===== src/rtl/trn_tx_arb.sv =====
// trn_tx_arb: two-master arbiter for the PCIe TRN transmit channel.
//
// The rx path (write-back / notification TLPs) and the tx path (DMA read
// requests / completion notifications) share one TRN tx port on the endpoint
// core. Ownership is negotiated with req_ep -> my_trn, and the owner signals
// that it is actually driving the bus with drv_ep. The owner's TRN tx signals
// are muxed combinationally onto the core; everything else sees an idle bus.
// The arbiter also owns the shared non-posted tag counter, advanced by the
// owner's tag_inc.
//
// Ports:
//   clk, rst                     PCIe user clock; asynchronous active-high reset
//   {rx,tx}_req_ep               requester wants the TRN tx channel
//   {rx,tx}_drv_ep               requester is driving its TRN signals
//   {rx,tx}_tag_inc              requester consumed tag_trn; advance it
//   {rx,tx}_my_trn               registered grant to that requester
//   {rx,tx}_trn_*                requester TRN tx signals (td, trem_n, framing)
//   trn_td .. trn_tsrc_rdy_n     muxed TRN tx signals to the core
//   trn_tdst_rdy_n               core backpressure
//   tag_trn                      current shared tag
//   arb_err                      sticky protocol-violation flag

module trn_tx_arb #(
  parameter int unsigned TAG_W = 5
) (
  input  logic             clk,
  input  logic             rst,

  input  logic             rx_req_ep,
  input  logic             tx_req_ep,
  input  logic             rx_drv_ep,
  input  logic             tx_drv_ep,
  input  logic             rx_tag_inc,
  input  logic             tx_tag_inc,
  output logic             rx_my_trn,
  output logic             tx_my_trn,

  input  logic [63:0]      rx_trn_td,
  input  logic [63:0]      tx_trn_td,
  input  logic [7:0]       rx_trn_trem_n,
  input  logic [7:0]       tx_trn_trem_n,
  input  logic             rx_trn_tsof_n,
  input  logic             tx_trn_tsof_n,
  input  logic             rx_trn_teof_n,
  input  logic             tx_trn_teof_n,
  input  logic             rx_trn_tsrc_rdy_n,
  input  logic             tx_trn_tsrc_rdy_n,

  output logic [63:0]      trn_td,
  output logic [7:0]       trn_trem_n,
  output logic             trn_tsof_n,
  output logic             trn_teof_n,
  output logic             trn_tsrc_rdy_n,
  input  logic             trn_tdst_rdy_n,

  output logic [TAG_W-1:0] tag_trn,
  output logic             arb_err
);

  localparam logic [1:0] ST_IDLE   = 2'd0;
  localparam logic [1:0] ST_GNT_RX = 2'd1;
  localparam logic [1:0] ST_GNT_TX = 2'd2;

  localparam logic OWNER_RX = 1'b0;
  localparam logic OWNER_TX = 1'b1;

  logic [1:0]       state_q, state_d;
  logic             last_owner_q, last_owner_d;
  logic             in_pkt_q, in_pkt_d;
  logic [TAG_W-1:0] tag_q, tag_d;
  logic             err_q, err_d;
  logic             rx_gnt_q, rx_gnt_d;
  logic             tx_gnt_q, tx_gnt_d;

  logic own_rx, own_tx;
  logic own_tag_inc;
  logic beat_acc, sof_acc, eof_acc;
  logic nonown_drv, nonown_tag, sof_in_pkt;

  // ---------------------------------------------------------------------------
  // Ownership decode
  // ---------------------------------------------------------------------------
  always_comb begin
    own_rx      = (state_q == ST_GNT_RX);
    own_tx      = (state_q == ST_GNT_TX);
    own_tag_inc = (own_rx & rx_tag_inc) | (own_tx & tx_tag_inc);
  end

  // ---------------------------------------------------------------------------
  // Combinational TRN mux. Only an owner that is also driving reaches the
  // core; a non-owner's signals are never forwarded, even while it misbehaves.
  // ---------------------------------------------------------------------------
  always_comb begin
    trn_td         = 64'd0;
    trn_trem_n     = 8'hFF;
    trn_tsof_n     = 1'b1;
    trn_teof_n     = 1'b1;
    trn_tsrc_rdy_n = 1'b1;
    if (own_rx && rx_drv_ep) begin
      trn_td         = rx_trn_td;
      trn_trem_n     = rx_trn_trem_n;
      trn_tsof_n     = rx_trn_tsof_n;
      trn_teof_n     = rx_trn_teof_n;
      trn_tsrc_rdy_n = rx_trn_tsrc_rdy_n;
    end else if (own_tx && tx_drv_ep) begin
      trn_td         = tx_trn_td;
      trn_trem_n     = tx_trn_trem_n;
      trn_tsof_n     = tx_trn_tsof_n;
      trn_teof_n     = tx_trn_teof_n;
      trn_tsrc_rdy_n = tx_trn_tsrc_rdy_n;
    end
  end

  // ---------------------------------------------------------------------------
  // Packet tracking. Acceptance is judged on what the core actually sees, so
  // a beat only counts if the owner is driving it.
  // ---------------------------------------------------------------------------
  always_comb begin
    beat_acc = ~trn_tsrc_rdy_n & ~trn_tdst_rdy_n;
    sof_acc  = beat_acc & ~trn_tsof_n;
    eof_acc  = beat_acc & ~trn_teof_n;

    in_pkt_d = in_pkt_q;
    // EOF wins so a single-beat TLP (SOF and EOF together) leaves in_pkt clear.
    if (eof_acc) begin
      in_pkt_d = 1'b0;
    end else if (sof_acc) begin
      in_pkt_d = 1'b1;
    end
  end

  // ---------------------------------------------------------------------------
  // Tag counter: wraps naturally at 2^TAG_W.
  // ---------------------------------------------------------------------------
  always_comb begin
    tag_d = tag_q + TAG_W'(own_tag_inc);
  end

  // ---------------------------------------------------------------------------
  // Protocol-violation detection (sticky). In IDLE nobody owns the channel,
  // so any drv_ep or tag_inc there is a violation as well.
  // ---------------------------------------------------------------------------
  always_comb begin
    nonown_drv = (rx_drv_ep & ~own_rx) | (tx_drv_ep & ~own_tx);
    nonown_tag = (rx_tag_inc & ~own_rx) | (tx_tag_inc & ~own_tx);
    sof_in_pkt = sof_acc & in_pkt_q;
    err_d      = err_q | nonown_drv | nonown_tag | sof_in_pkt;
  end

  // ---------------------------------------------------------------------------
  // Grant FSM
  // ---------------------------------------------------------------------------
  always_comb begin
    state_d      = state_q;
    last_owner_d = last_owner_q;

    unique case (state_q)
      ST_IDLE: begin
        if (rx_req_ep && tx_req_ep) begin
          // Round-robin: the requester that did not own the channel last wins.
          state_d = (last_owner_q == OWNER_RX) ? ST_GNT_TX : ST_GNT_RX;
        end else if (rx_req_ep) begin
          state_d = ST_GNT_RX;
        end else if (tx_req_ep) begin
          state_d = ST_GNT_TX;
        end
      end
      ST_GNT_RX: begin
        // Never release mid-packet, even if the owner drops its request early.
        if (!rx_req_ep && !rx_drv_ep && !in_pkt_q) begin
          state_d = ST_IDLE;
        end
      end
      ST_GNT_TX: begin
        if (!tx_req_ep && !tx_drv_ep && !in_pkt_q) begin
          state_d = ST_IDLE;
        end
      end
      default: begin
        state_d = ST_IDLE;
      end
    endcase

    if (state_q == ST_IDLE && state_d == ST_GNT_RX) begin
      last_owner_d = OWNER_RX;
    end else if (state_q == ST_IDLE && state_d == ST_GNT_TX) begin
      last_owner_d = OWNER_TX;
    end

    // Grants come from dedicated flops so my_trn is glitch-free.
    rx_gnt_d = (state_d == ST_GNT_RX);
    tx_gnt_d = (state_d == ST_GNT_TX);
  end

  // ---------------------------------------------------------------------------
  // State
  // ---------------------------------------------------------------------------
  always_ff @(posedge clk or posedge rst) begin
    if (rst) begin
      state_q      <= ST_IDLE;
      last_owner_q <= OWNER_TX;
      in_pkt_q     <= 1'b0;
      tag_q        <= '0;
      err_q        <= 1'b0;
      rx_gnt_q     <= 1'b0;
      tx_gnt_q     <= 1'b0;
    end else begin
      state_q      <= state_d;
      last_owner_q <= last_owner_d;
      in_pkt_q     <= in_pkt_d;
      tag_q        <= tag_d;
      err_q        <= err_d;
      rx_gnt_q     <= rx_gnt_d;
      tx_gnt_q     <= tx_gnt_d;
    end
  end

  assign rx_my_trn = rx_gnt_q;
  assign tx_my_trn = tx_gnt_q;
  assign tag_trn   = tag_q;
  assign arb_err   = err_q;

endmodule


===== config.mk =====
export PLATFORM = sky130hd
export DESIGN_NAME = trn_tx_arb
export DESIGN_NICKNAME = d
export VERILOG_FILES = /design/src/rtl/trn_tx_arb.sv
export SDC_FILE = /design/constraint.sdc
export NUM_CORES = 1
export LEC_CHECK = 0
export BUFFER_PORTS_ARGS = -buffer_cell sky130_fd_sc_hd__buf_2
export CAP_MARGIN = 40
export CORE_AREA = 2 2 95 97
export CTS_CLUSTER_DIAMETER = 80
export DETAILED_ROUTE_END_ITERATION = 7
export DIE_AREA = 0 0 97 99
export PLACE_DENSITY_LB_ADDON = 0.2
export REMOVE_ABC_BUFFERS = 1
export SLEW_MARGIN = 20
export SYNTH_ARGS = -nofsm -noshare
export SYNTH_HDL_FRONTEND = slang
export SYNTH_SLANG_ARGS = --single-unit
export TNS_END_PERCENT = 10

===== constraint.sdc =====
create_clock -name clk -period 1.8 [get_ports clk]
set_input_delay 0.36 -clock clk [delete_from_list [all_inputs] [get_ports clk]]
set_output_delay 0.36 -clock clk [all_outputs]
set_load 0.02 [all_outputs]

Yosys cells after proc, flatten, opt, wreduce, memory -nomap -nowiden

Cells that the tools add are included.

Logic and storage cells: 72
Output and inout port bits: 83
Bits in registers: 12
Bits of input ports: 159

Reductions and logical operators: 17
Muxes and demuxes: 21
Bitwise gates (word level): 22
Add/subtract/negate cells: 1
Equal/unequal tests: 4

Operators by type and width:

| kind                                          | number |
|---|---|
| two-way mux 64 bit                            | 2 |
| two-way mux 8 bit                             | 2 |
| two-way mux 2 bit                             | 6 |
| AND 1 bit                                     | 10 |
| two-way mux 1 bit                             | 10 |
| logical AND 1 bit                             | 9 |
| NOT 1 bit                                     | 6 |
| OR 1 bit                                      | 6 |
| one-hot mux 2 bit (3 select lines)            | 1 |
| adder 5 x 1 -> 5 bit                          | 1 |
| logical NOT 1 bit                             | 5 |
| == test 2 x 1 -> 1 bit, second input constant | 2 |
| == test 2 bit, second input constant          | 2 |
| nonzero test 2 bit                            | 2 |
| logical NOT 2 bit                             | 1 |

Longest topological paths before layout

Gate-level depths: netlist of run 1.

Depth in word-level cells: 9
Mapped depth: 7
Mapped depth without buffers: 6

Worst setup path after synthesis of run 1

No wires, ideal clock.

Path type: register -> output
Start point: reg state_q[1]
End point: out trn_td[10]
Data required time: 1.440 ns
Stages on the path, launching flop included: 6
Data arrival time: 1.284 ns
Buffers on the path: 2
Slack: 0.156 ns
Cell sequence: dfrtp_1 -> buf_2 -> nand2_1 -> nor2_2 -> buf_2 -> a22o_1

Word-level cells in the longest chain between the ends: 4
Elaborated cells between the ends (all ways): 6
Classes of those cells: eq/ne (2); mux (2); reduce/logical (2)

Ends and longest elaborated chain:

| item                     | RTL line | RTL |
|---|---|---|
| start: declaration       | 67       | `logic [1:0] state_q, state_d;` |
| start signal: assignment | 208      | `state_q <= state_d;` |
| == test 2 bit            | 85       | `own_tx = (state_q == ST_GNT_TX);` |
| logical AND 1 bit        | 105      | `end else if (own_tx && tx_drv_ep) begin` |
| two-way mux 64 bit       | 105      |  |
| two-way mux 64 bit (*)   | 99       | `if (own_rx && rx_drv_ep) begin` |
| end: declaration         | 49       | `output logic [63:0] trn_td,` |

Mark *: on every way between the ends. The rest lies on a longest branch, timed or not.

Worst setup path in the final report of run 1

Start point: reg state_q[1]
End point: out trn_td[62]

The elaborated chain is that of the path after synthesis.

==> results by group, run 1 <==
Place
  • Port Buf Inserts: 241
  • HPWL after detailed placement: 7.044 mm
  • Routability cong.: 0.7481
  • Placed cell areas: 0.002706 mm²

Routing
  • Vias per cell: 4.619
  • Drt first pass iters: 4
  • DRT iter0 DRCs: 40
  • # DRC: 0
  • Routed WL: 9.375 mm
  • Vias post-DR: 2365
  • Post-route ant nets: 0
  • Routed wire per std cell: 18.31 µm

Critical path
  • WP buf/inv: 4
  • Worst setup SP type: register
  • Worst Setup Path Type: register to primary output
  • CP cell instances: nand2b_4 -> nor2_4 -> buf_6 -> buf_12 -> clkbuf_16 -> a22o_1 -> buf_6
  • Crit path DAT: 1570 ps
  • Cell family with most CP delay: buffers and inverters
  • Levels on crit path: 7
  • Crit path required time: 1440 ps
  • Worst path slowest cell: dfrtp_1
  • Reg2Reg Depth: 8
  • CP max FO: 5
  • CP peak stage delay: 390 ps
  • Crit-path most repeated cell: buf_6
  • CP endpoint kind: primary output

GRT
  • Largest net degree at the start of global routing: 36
  • Antenna violations before repair: 8
  • Overall Global Routing Usage: 17.01%
  • Total grt overflow: 0
  • Vias in the first global route: 2264
  • First-pass GRT wire length: 12.83 mm

CTS
  • Clock Sinks: 12
  • H-tree levels: 1
  • Worst-path clk slew: 50 ps
  • Clk root buf: clkbuf_8
  • CTS tree: done
  • Clock Tree Buf Depth: 2
  • Clock Latency Late Sink: 240 ps
  • Num CTS Buffers: 3

Timing
  • Fin Clk Skew: 1.144 ps
  • Worst-Margin Slew: 459.0 ps
  • Fmax: 518.4 MHz
  • Finish-stage setup viols: 64
  • Sum Neg Setup Slack: -4823 ps
  • Fin crit period: 1929 ps
  • Final Cycle Share: 107.2%
  • RSZ-0062 raised after global routing: true
  • Slew margin rel.: 69.37%
  • Fin worst setup slack: -129.1 ps
  • Max Slew Vio Count: 0
  • Endpoints failing hold: 0

Die
  • Die Span X: 97 µm
  • Core area: 0.008551 mm²
  • Initial Util: 15.41%
  • Num rows: 34
  • # IOs: 242
  • Chip height: 99 µm
  • Die area: 0.009603 mm²

Finish
  • Area delta synth->final: 160.8%
  • Post-Route Utilization: 40.18%
  • Layout Nets: 560
  • Final instance area: 0.003436 mm²
  • Layout cell share with drive strength beyond 1: 69.35%

Outcome
  • Failing checks: setup timing
  • Status: finished, violations left

Logic synthesis
  • Post-Syn Instances: 144
  • Flops & latches, synth: 12
  • Post-synthesis sequential area ratio: 22.89%
  • Biggest area consumer among synthesized cells: a22o_1
  • Avg Inst Size Synth: 9.149 µm²
  • Top cells by count, synth: a22o_1, buf_2, dfrtp_1, o22a_1, a21oi_1
  • Netlist cell types: 29
  • YS warnings: 0
  • Count leader, synth: a22o_1
  • EDFF count, synth: 0
  • Cell area after synthesis: 0.001318 mm²
  • Synth area leaders: a22o_1, dfrtp_1, o22a_1
  • Async SR Flop Fraction: 100.0%
  • Top_reg_cell synth: dfrtp_1
  • Top cell type's share of synthesized area: 43.21%

Job
  • Max Cap Viol: 0

Min path
  • Worst hold path type: primary input to async pin

Power
  • Leak: 0.001778 µW
  • Peak VDD IR: 0.0005858 V
  • Pwr dens: 1250 mW/mm²
[cells in the final DEF, fill, tap and decap left out]
| cell | n |
|---|---|
| a211o_1 | 1 |
| a21oi_1 | 5 |
| a221oi_1 | 1 |
| a22o_1 | 64 |
| a22o_4 | 1 |
| a31oi_1 | 1 |
| and2_1 | 1 |
| and2_4 | 1 |
| buf_12 | 8 |
| buf_16 | 3 |
| buf_2 | 177 |
| buf_4 | 23 |
| buf_6 | 50 |
| clkbuf_16 | 4 |
| clkbuf_8 | 4 |
| dfrtp_1 | 11 |
| dfstp_2 | 1 |
| diode_2 | 6 |
| ha_1 | 2 |
| inv_1 | 2 |
| inv_2 | 1 |
| nand2_1 | 3 |
| nand2b_4 | 1 |
| nand3_1 | 3 |
| nand4bb_1 | 4 |
| nor2_1 | 3 |
| nor2_4 | 2 |
| nor2b_1 | 2 |
| o21ai_0 | 1 |
| o22a_1 | 8 |
| o22ai_1 | 1 |
| o31ai_1 | 2 |
| o32a_1 | 2 |
| or2_1 | 2 |
| xnor2_1 | 2 |
| xor2_1 | 1 |
[stage by stage]
step,hold WS [ps],cells,setup slack (ps),power (µW)
after global placement,393.5,487,77.19,3073
after CTS,131.5,501,-137.7,4137
final,120.9,512,-129.1,4294
after detailed placement,390.7,487,57.23,3077
after global routing,169.4,506,-206.9,4533
after floorplan,224.0,129,-888.6,2059
[cell families (layout without fill, tap and decap cells)]
kind of cell / Yosys count / count (layout) / synth area share [%]
AO/OA/AOI/OAI: 87 / 87 / 55.75
adder cells (fa/ha/maj): 2 / 2 / 1.899
flip-flops: 12 / 12 / 22.89
XOR/XNOR: 3 / 3 / 1.995
other: 0 / 6 / 0
AND/OR/NAND/NOR: 22 / 22 / 10.54
buffers and inverters: 18 / 272 / 6.932
[power by group]
| group | internal, µW | total (µW) | switching (µW) |
|---|---|---|---|
| Combinational | 1790 | 3510 | 1720 |
| Sequential | 405 | 499 | 94.7 |
| Clock | 193 | 289 | 96.3 |
| Total | 2380 | 4290 | 1910 |
[state kept, by name, summed over array words and instances, names as in the netlist]
name,cells
rx_my_trn,1
last_owner_q,1
tag_trn,5
state_q,2
tx_my_trn,1
in_pkt_q,1
arb_err,1
[path summary, 6_finish.rpt]
kind                             from  slack (ps)           end
max                        state_q[1]        -130    trn_td[62]
min in group clk            rx_req_ep         310  last_owner_q
min                               rst         120    tag_trn[3]
max reg2reg                state_q[0]         100    tag_trn[4]
max in group asynchronous         rst        1340  last_owner_q
min reg2reg                   arb_err         460       arb_err
[worst reg2reg max path, cell delays in order, from the launching register on]
cell	delay (ps)
dfrtp_1	380
buf_4	150
buf_4	160
nor2b_1	140
a22o_1	180
ha_1	190
ha_1	210
nand3_1	100
xnor2_1	110
[layer usage]
metal  wire length, µm  vias to the layer above  GRT usage [%]
met3              1102                       17          8.085
met5                27                        -              0
met2              4436                      153          27.94
li1                  -                     1125              -
met4               136                        4          3.359
met1              3671                     1066          20.47
[final cells by class]
class	instances	area, µm²
antenna	6	15.01
clock buffer	4	55.05
fill	866	5115
inverter	3	11.26
multi-input combinational	114	953.4
sequential	12	301.5
tap	108	135.1
timing repair buffer	265	1964
[timing repair]
item | CTS | global route
setup buffers | 6 | 2
hold endpoints to repair | 0 | 0
resized for setup | 116 | 5
hold buffers | 0 | 0
setup endpoints to repair | 72 | 76
gates cloned | 4 | 4
pin swaps | 33 | 15
(Power assumes the default switching activity.)
==> inputs of run 2 (changes only) <==
--- a/config.mk
+++ b/config.mk
@@ -5,6 +5,7 @@
 export SDC_FILE = /design/constraint.sdc
 export NUM_CORES = 1
 export LEC_CHECK = 0
+export ABC_AREA = 1
 export BUFFER_PORTS_ARGS = -buffer_cell sky130_fd_sc_hd__buf_2
 export CAP_MARGIN = 40
 export CORE_AREA = 2 2 95 97
==> run 2 against run 1 <==
Net effect:
- the flow still finishes with violations (setup timing)
- largest cell class unchanged
- global-route usage shrank 2.6 points
- synthesized cell count grew 9.7%
- sequential share of layout area grew 0.26 points
- cell area shrank 2.5%
- cell count grew 0.20%
- via count shrank 3.7%
- routed wire length shrank 17%
- critical path depth shrank 1
- worst hold slack gained 2.5 ps
- sequential power is essentially flat
- first-iteration DRC count grew 110%
==> results by group, run 2 <==
Outcome
  • Status: finished, violations left
  • Failing checks: setup timing

Critical path
  • Worst setup SP type: register
  • Crit path required time: 1440 ps
  • CP max FO: 13
  • CP endpoint kind: primary output
  • Worst Setup Path Type: register to primary output
  • Crit path DAT: 1480 ps

Timing
  • Fin crit period: 1838 ps
  • Fin worst setup slack: -37.73 ps
  • Finish-stage setup viols: 62
  • Fin Clk Skew: 2.399 ps
  • Endpoints failing hold: 0
  • RSZ-0062 raised after global routing: true
  • Max Slew Vio Count: 0
  • Fmax: 544.2 MHz
  • Worst-Margin Slew: 460.3 ps
  • Slew margin rel.: 69.28%
  • Final Cycle Share: 102.1%
  • Sum Neg Setup Slack: -1113 ps

Routing
  • # DRC: 0
  • Vias post-DR: 2278
  • DRT iter0 DRCs: 86
  • Routed wire per std cell: 15.15 µm
  • Post-route ant nets: 0
  • Routed WL: 7.774 mm
  • Vias per cell: 4.441
  • Drt first pass iters: 4

CTS
  • Post-CTS Hold Fix Bufs: 0
  • Clock Sinks: 12
  • Worst-path clk slew: 50 ps
  • Clock Latency Late Sink: 240 ps
  • Num CTS Buffers: 3
  • H-tree levels: 1
  • Clock Tree Buf Depth: 2
  • Clk root buf: clkbuf_8
  • CTS tree: done

Finish
  • Max reg flops: 5
  • Layout cell share with drive strength beyond 1: 68.64%
  • N_diodes: 0
  • Commonest non-fill, non-tap cell in the layout: buf_2
  • Area delta synth->final: 154.0%
  • Most frequent cells in the layout: buf_2, a22o_1, buf_6
  • Final std cells w/o fill: 513
  • Layout Nets: 567

Logic synthesis
  • Top_reg_cell synth: dfrtp_1
  • Avg Inst Size Synth: 8.347 µm²
  • YS warnings: 0
  • Async SR Flop Fraction: 100.0%
  • Cell area after synthesis: 0.001319 mm²
  • Post-synthesis sequential area ratio: 22.87%
  • Post-Syn Instances: 158
  • Biggest area consumer among synthesized cells: a22o_1
  • Flops & latches, synth: 12
  • Count leader, synth: a22o_1
  • EDFF count, synth: 0
  • Top cells by count, synth: a22o_1, inv_1, dfrtp_1, nand3_1
  • Top cell type's share of synthesized area: 42.50%
  • Netlist cell types: 24
  • Synth area leaders: a22o_1, dfrtp_1, o22a_1

Power
  • Leak: 0.001785 µW
  • Pwr dens: 1122 mW/mm²
  • Peak VDD IR: 0.0004235 V

Die
  • Die Span X: 97 µm
  • Initial Util: 15.42%
  • Die area: 0.009603 mm²
  • Chip height: 99 µm
  • Core area: 0.008551 mm²
  • Num rows: 34
  • # IOs: 242

Job
  • Max Cap Viol: 0

GRT
  • Largest net degree at the start of global routing: 27
  • Vias in the first global route: 2235
  • First-pass GRT wire length: 11.36 mm
  • Total grt overflow: 0
  • Overall Global Routing Usage: 14.37%
  • Antenna violations before repair: 0

Place
  • Routability cong.: 0.8767
  • Port Buf Inserts: 241
  • HPWL after detailed placement: 5.728 mm
  • Dpl cells: 498

Min path
  • Worst hold path type: primary input to async pin
==> run 2: report_power, final <==
group	leakage, µW	internal (µW)	switching (µW)
sequential	0.000137	402	94.3
clock	0.0000288	193	96.0
combinational	0.00162	1490	1490
==> run 2: path summary, 6_finish.rpt <==
| check | from | endpoint | slack, ps | depth (start not counted) |
|---|---|---|---|---|
| worst min-delay path | rst | tag_trn[4] | 120 | 2 |
| worst max register to register | state_q[0] | tag_trn[4] | 150 | 9 |
| worst min register to register | last_owner_q | last_owner_q | 470 | 2 |
| min in group clk | trn_tdst_rdy_n | arb_err | 410 | 4 |
| worst max-delay path | state_q[1] | trn_td[17] | -40 | 6 |
| max in group asynchronous | rst | last_owner_q | 1340 | 2 |
==> run 2: final cells by class <==
class / count / area [µm²]
repair buffers: 258 / 1886
flip-flops and latches: 12 / 302.8
multi-input cells: 116 / 909.6
well taps: 108 / 135.1
inverters: 15 / 61.31
fillers: 879 / 5201
clock buffers: 4 / 55.05
==> run 2: routing by layer <==
metal,track usage [%],share of wire [%]
met4,1.733,0.73
met1,17.28,40
met2,26.18,52
met5,0,0
met3,4.184,8.1
==> run 2: through the flow <==
stage	cell area [µm²]	util, %	total power [µW]	hold slack (ps)	setup WS (ps)
after floorplan	1227	-	1832	224.0	-751.6
after detailed placement	2656	31.07	2703	402.4	124.4
final	3349	39.17	3759	123.4	-37.73
after global routing	3349	39.17	4007	146.4	-110.9
after CTS	3231	37.78	3682	144.6	-116.9
after global placement	2656	31.07	2702	407.6	129.9
==> run 2: cells by family after synthesis <==
group                    share of synthesized area (%)
AO/OA/AOI/OAI                                    50.76
XOR/XNOR                                         1.993
adder cells (fa/ha/maj)                          1.897
buffers and inverters                            11.20
flip-flops                                       22.87
AND/OR/NAND/NOR                                  11.29
==> run 2: what timing repair did <==
action,in CTS,in global routing
cloned,3,3
resized for setup,125,21
setup buffers,5,1
endpoints found under the setup margin,65,76
hold endpoints to repair,0,0
pin swaps,3,5
==> run 2: worst max-delay path: stages, from the launching register on <==
cell and delay (ps):
dfrtp_2 440, inv_2 130, nand3_4 100, inv_6 120
clkbuf_16 180, a22o_1 150, buf_6 120
==> inputs of run 3 (changes only) <==
--- a/config.mk
+++ b/config.mk
@@ -12,6 +12,7 @@
 export CTS_CLUSTER_DIAMETER = 80
 export DETAILED_ROUTE_END_ITERATION = 7
 export DIE_AREA = 0 0 97 99
+export GPL_TIMING_DRIVEN = 0
 export PLACE_DENSITY_LB_ADDON = 0.2
 export REMOVE_ABC_BUFFERS = 1
 export SLEW_MARGIN = 20
==> constraint.sdc (replaced) <==
create_clock -name clk -period 1.8 [get_ports clk]
set_input_delay 0.27 -clock clk [delete_from_list [all_inputs] [get_ports clk]]
set_output_delay 0.27 -clock clk [all_outputs]
set_load 0.02 [all_outputs]
==> run 3 against run 2 <==
Net effect:
- the run still ends with setup timing left
- critical path depth increased by 1
- non-clock buffer count increased by 1
- combinational power is 3% lower
- fmax grew 0.24%
- routed wire length fell by 2.0%
- clock power grew 3%
- total power is 2.2% lower
- clock-buffer cell count unchanged
- first-iteration DRC count down 70%
- sequential power about the same
- worst hold slack got worse by 92 ps
- sequential cell count did not move
- critical path type unchanged
- largest power group unchanged
- highest routed layer unchanged
==> results by group, run 3 (synthesis gave the netlist of run 2 again) <==
Die
  • Core area: 0.008551 mm²
  • Die area: 0.009603 mm²
  • Die Span X: 97 µm
  • Num rows: 34
  • # IOs: 242
  • Chip height: 99 µm
  • Initial Util: 15.42%

Timing
  • Max Slew Vio Count: 0
  • RSZ-0062 raised after global routing: true
  • Fin Clk Skew: 2.182 ps
  • Worst-Margin Slew: 480.5 ps
  • Finish-stage setup viols: 26
  • Hold WS: 31.55 ps
  • Fin worst setup slack: -33.36 ps
  • Slew margin rel.: 67.93%
  • Final Cycle Share: 101.9%
  • Fmax: 545.4 MHz
  • Fin crit period: 1833 ps
  • Endpoints failing hold: 0
  • Sum Neg Setup Slack: -308.8 ps

Finish
  • Area delta synth->final: 143.3%
  • Post-Route Utilization: 37.52%
  • Most frequent cells in the layout: buf_2, a22o_1, buf_4
  • Commonest non-fill, non-tap cell in the layout: buf_2
  • # fillers: 925
  • Layout Nets: 569
  • N_diodes: 0
  • Max reg flops: 5
  • Layout cell share with drive strength beyond 1: 67.81%

Critical path
  • Cell family with most CP delay: buffers and inverters
  • WP buf/inv: 4
  • CP max FO: 19
  • Crit path required time: 1530 ps
  • CP peak stage delay: 390 ps
  • Worst path slowest cell: dfrtp_1
  • CP endpoint kind: primary output
  • Worst Setup Path Type: register to primary output
  • Crit path DAT: 1560 ps
  • CP cell instances: inv_2 -> nand2_4 -> nor2_4 -> buf_12 -> buf_16 -> a22o_1 -> buf_4
  • Worst setup SP type: register

Place
  • Routability cong.: 0.8426
  • Port Buf Inserts: 241
  • Post-Place Setup Slack: -375.4 ps
  • HPWL after detailed placement: 5.710 mm

Routing
  • Routed wire per std cell: 14.80 µm
  • Vias post-DR: 2259
  • DRT iter0 DRCs: 26
  • Drt first pass iters: 4
  • Post-route ant nets: 0
  • # DRC: 0
  • Routed WL: 7.622 mm
  • Vias per cell: 4.386

CTS
  • Clk root buf: clkbuf_8
  • Post-CTS Hold Fix Bufs: 0
  • Clock Latency Late Sink: 250 ps
  • H-tree levels: 1
  • Worst-path clk slew: 50 ps
  • Clock Sinks: 12
  • CTS tree: done
  • Num CTS Buffers: 3
  • Clock Tree Buf Depth: 2

Power
  • Flop pwr share: 13.5%
  • Sw power: 1675 µW
  • Clock share of power: 8.1%
  • Pwr dens: 1146 mW/mm²
  • Comb pwr share: 78.4%
  • P_int: 2000 µW
  • Switching share of power: 45.58%
  • Leak: 0.001753 µW
  • Peak VDD IR: 0.0003630 V

GRT
  • Largest net degree at the start of global routing: 26
  • First-pass GRT wire length: 11.17 mm
  • Antenna violations before repair: 0
  • Total grt overflow: 0
  • Met2 Use GR: 25.64%
  • Vias in the first global route: 2152
  • Met1 Use GR: 17.50%
  • Overall Global Routing Usage: 14.17%
  • Gr busiest metal: met2
  • M3 GR Usage: 3.404%

Outcome
  • Failing checks: setup timing
  • Status: finished, violations left

Job
  • Max Cap Viol: 0

Min path
  • Worst hold path type: primary input to async pin
==> run 3: cell count changes in the layout (fill, tap and decap cells not counted), sizes merged <==
cell / previous run / this run
buf: 255 / 259
clkbuf: 7 / 4
nor2: 9 / 10
==> run 3: path summary, 6_finish.rpt <==
path,from,slack (ps),cells past startpoint,to
max reg2reg,state_q[0],130,9,tag_trn[4]
min,rst,30,2,tx_my_trn
min in group clk,tx_req_ep,320,3,last_owner_q
min reg2reg,tag_trn[4],470,1,tag_trn[4]
max,state_q[0],-30,7,trn_td[35]
max in group asynchronous,rst,1420,2,state_q[1]
==> run 3: metrics by stage <==
step | total power (µW) | cell area [µm²] | std cells
2_1_floorplan | 1832 | 1227 | 143
3_3_place_gp | 2606 | 2569 | 492
3_5_place_dp | 2649 | 2614 | 494
4_1_cts | 3524 | 3047 | 512
5_1_grt | 3922 | 3208 | 515
6_report | 3675 | 3208 | 515
==> run 3: per-layer routing <==
layer | share of wire (%) | vias up
met5 | 0 | -
li1 | - | 1117
met1 | 40 | 1011
met3 | 7.8 | 4
met4 | 0.29 | 0
met2 | 52 | 127
==> run 3: cell type report <==
cell class              instances  area (µm²)  area share (%)
multi-input cells             117       913.4           28.47
well taps                     108       135.1           4.212
repair buffers                259        1735           54.09
inverters                      15       66.31           2.067
clock buffers                   4       55.05           1.716
flip-flops and latches         12       302.8           9.438
==> run 3: power by group through the flow <==
| stage | clock network, µW | registers [µW] | logic, µW |
|---|---|---|---|
| after global placement | 0 | 491 | 2120 |
| after global routing | 326 | 516 | 3080 |
| final | 298 | 496 | 2880 |
| after CTS | 313 | 501 | 2710 |
| after floorplan | 0 | 574 | 1260 |
| after detailed placement | 0 | 493 | 2160 |
==> run 3: worst register-to-register path, cell delays in order, from the launching register on <==
cell     delay (ps)
dfrtp_1         360
inv_2            60
buf_4           140
nor2_1          220
nand2_1          80
o21ai_0          90
ha_1            200
ha_1            180
nand3_1         110
xnor2_1         130
==> run 3: timing repair <==
| action | CTS | global route |
|---|---|---|
| resized for setup | 59 | 49 |
| buffers inserted | 9 | 3 |
| cloned | 5 | 0 |
| setup endpoints to repair | 74 | 76 |
| pin swaps | 6 | 6 |
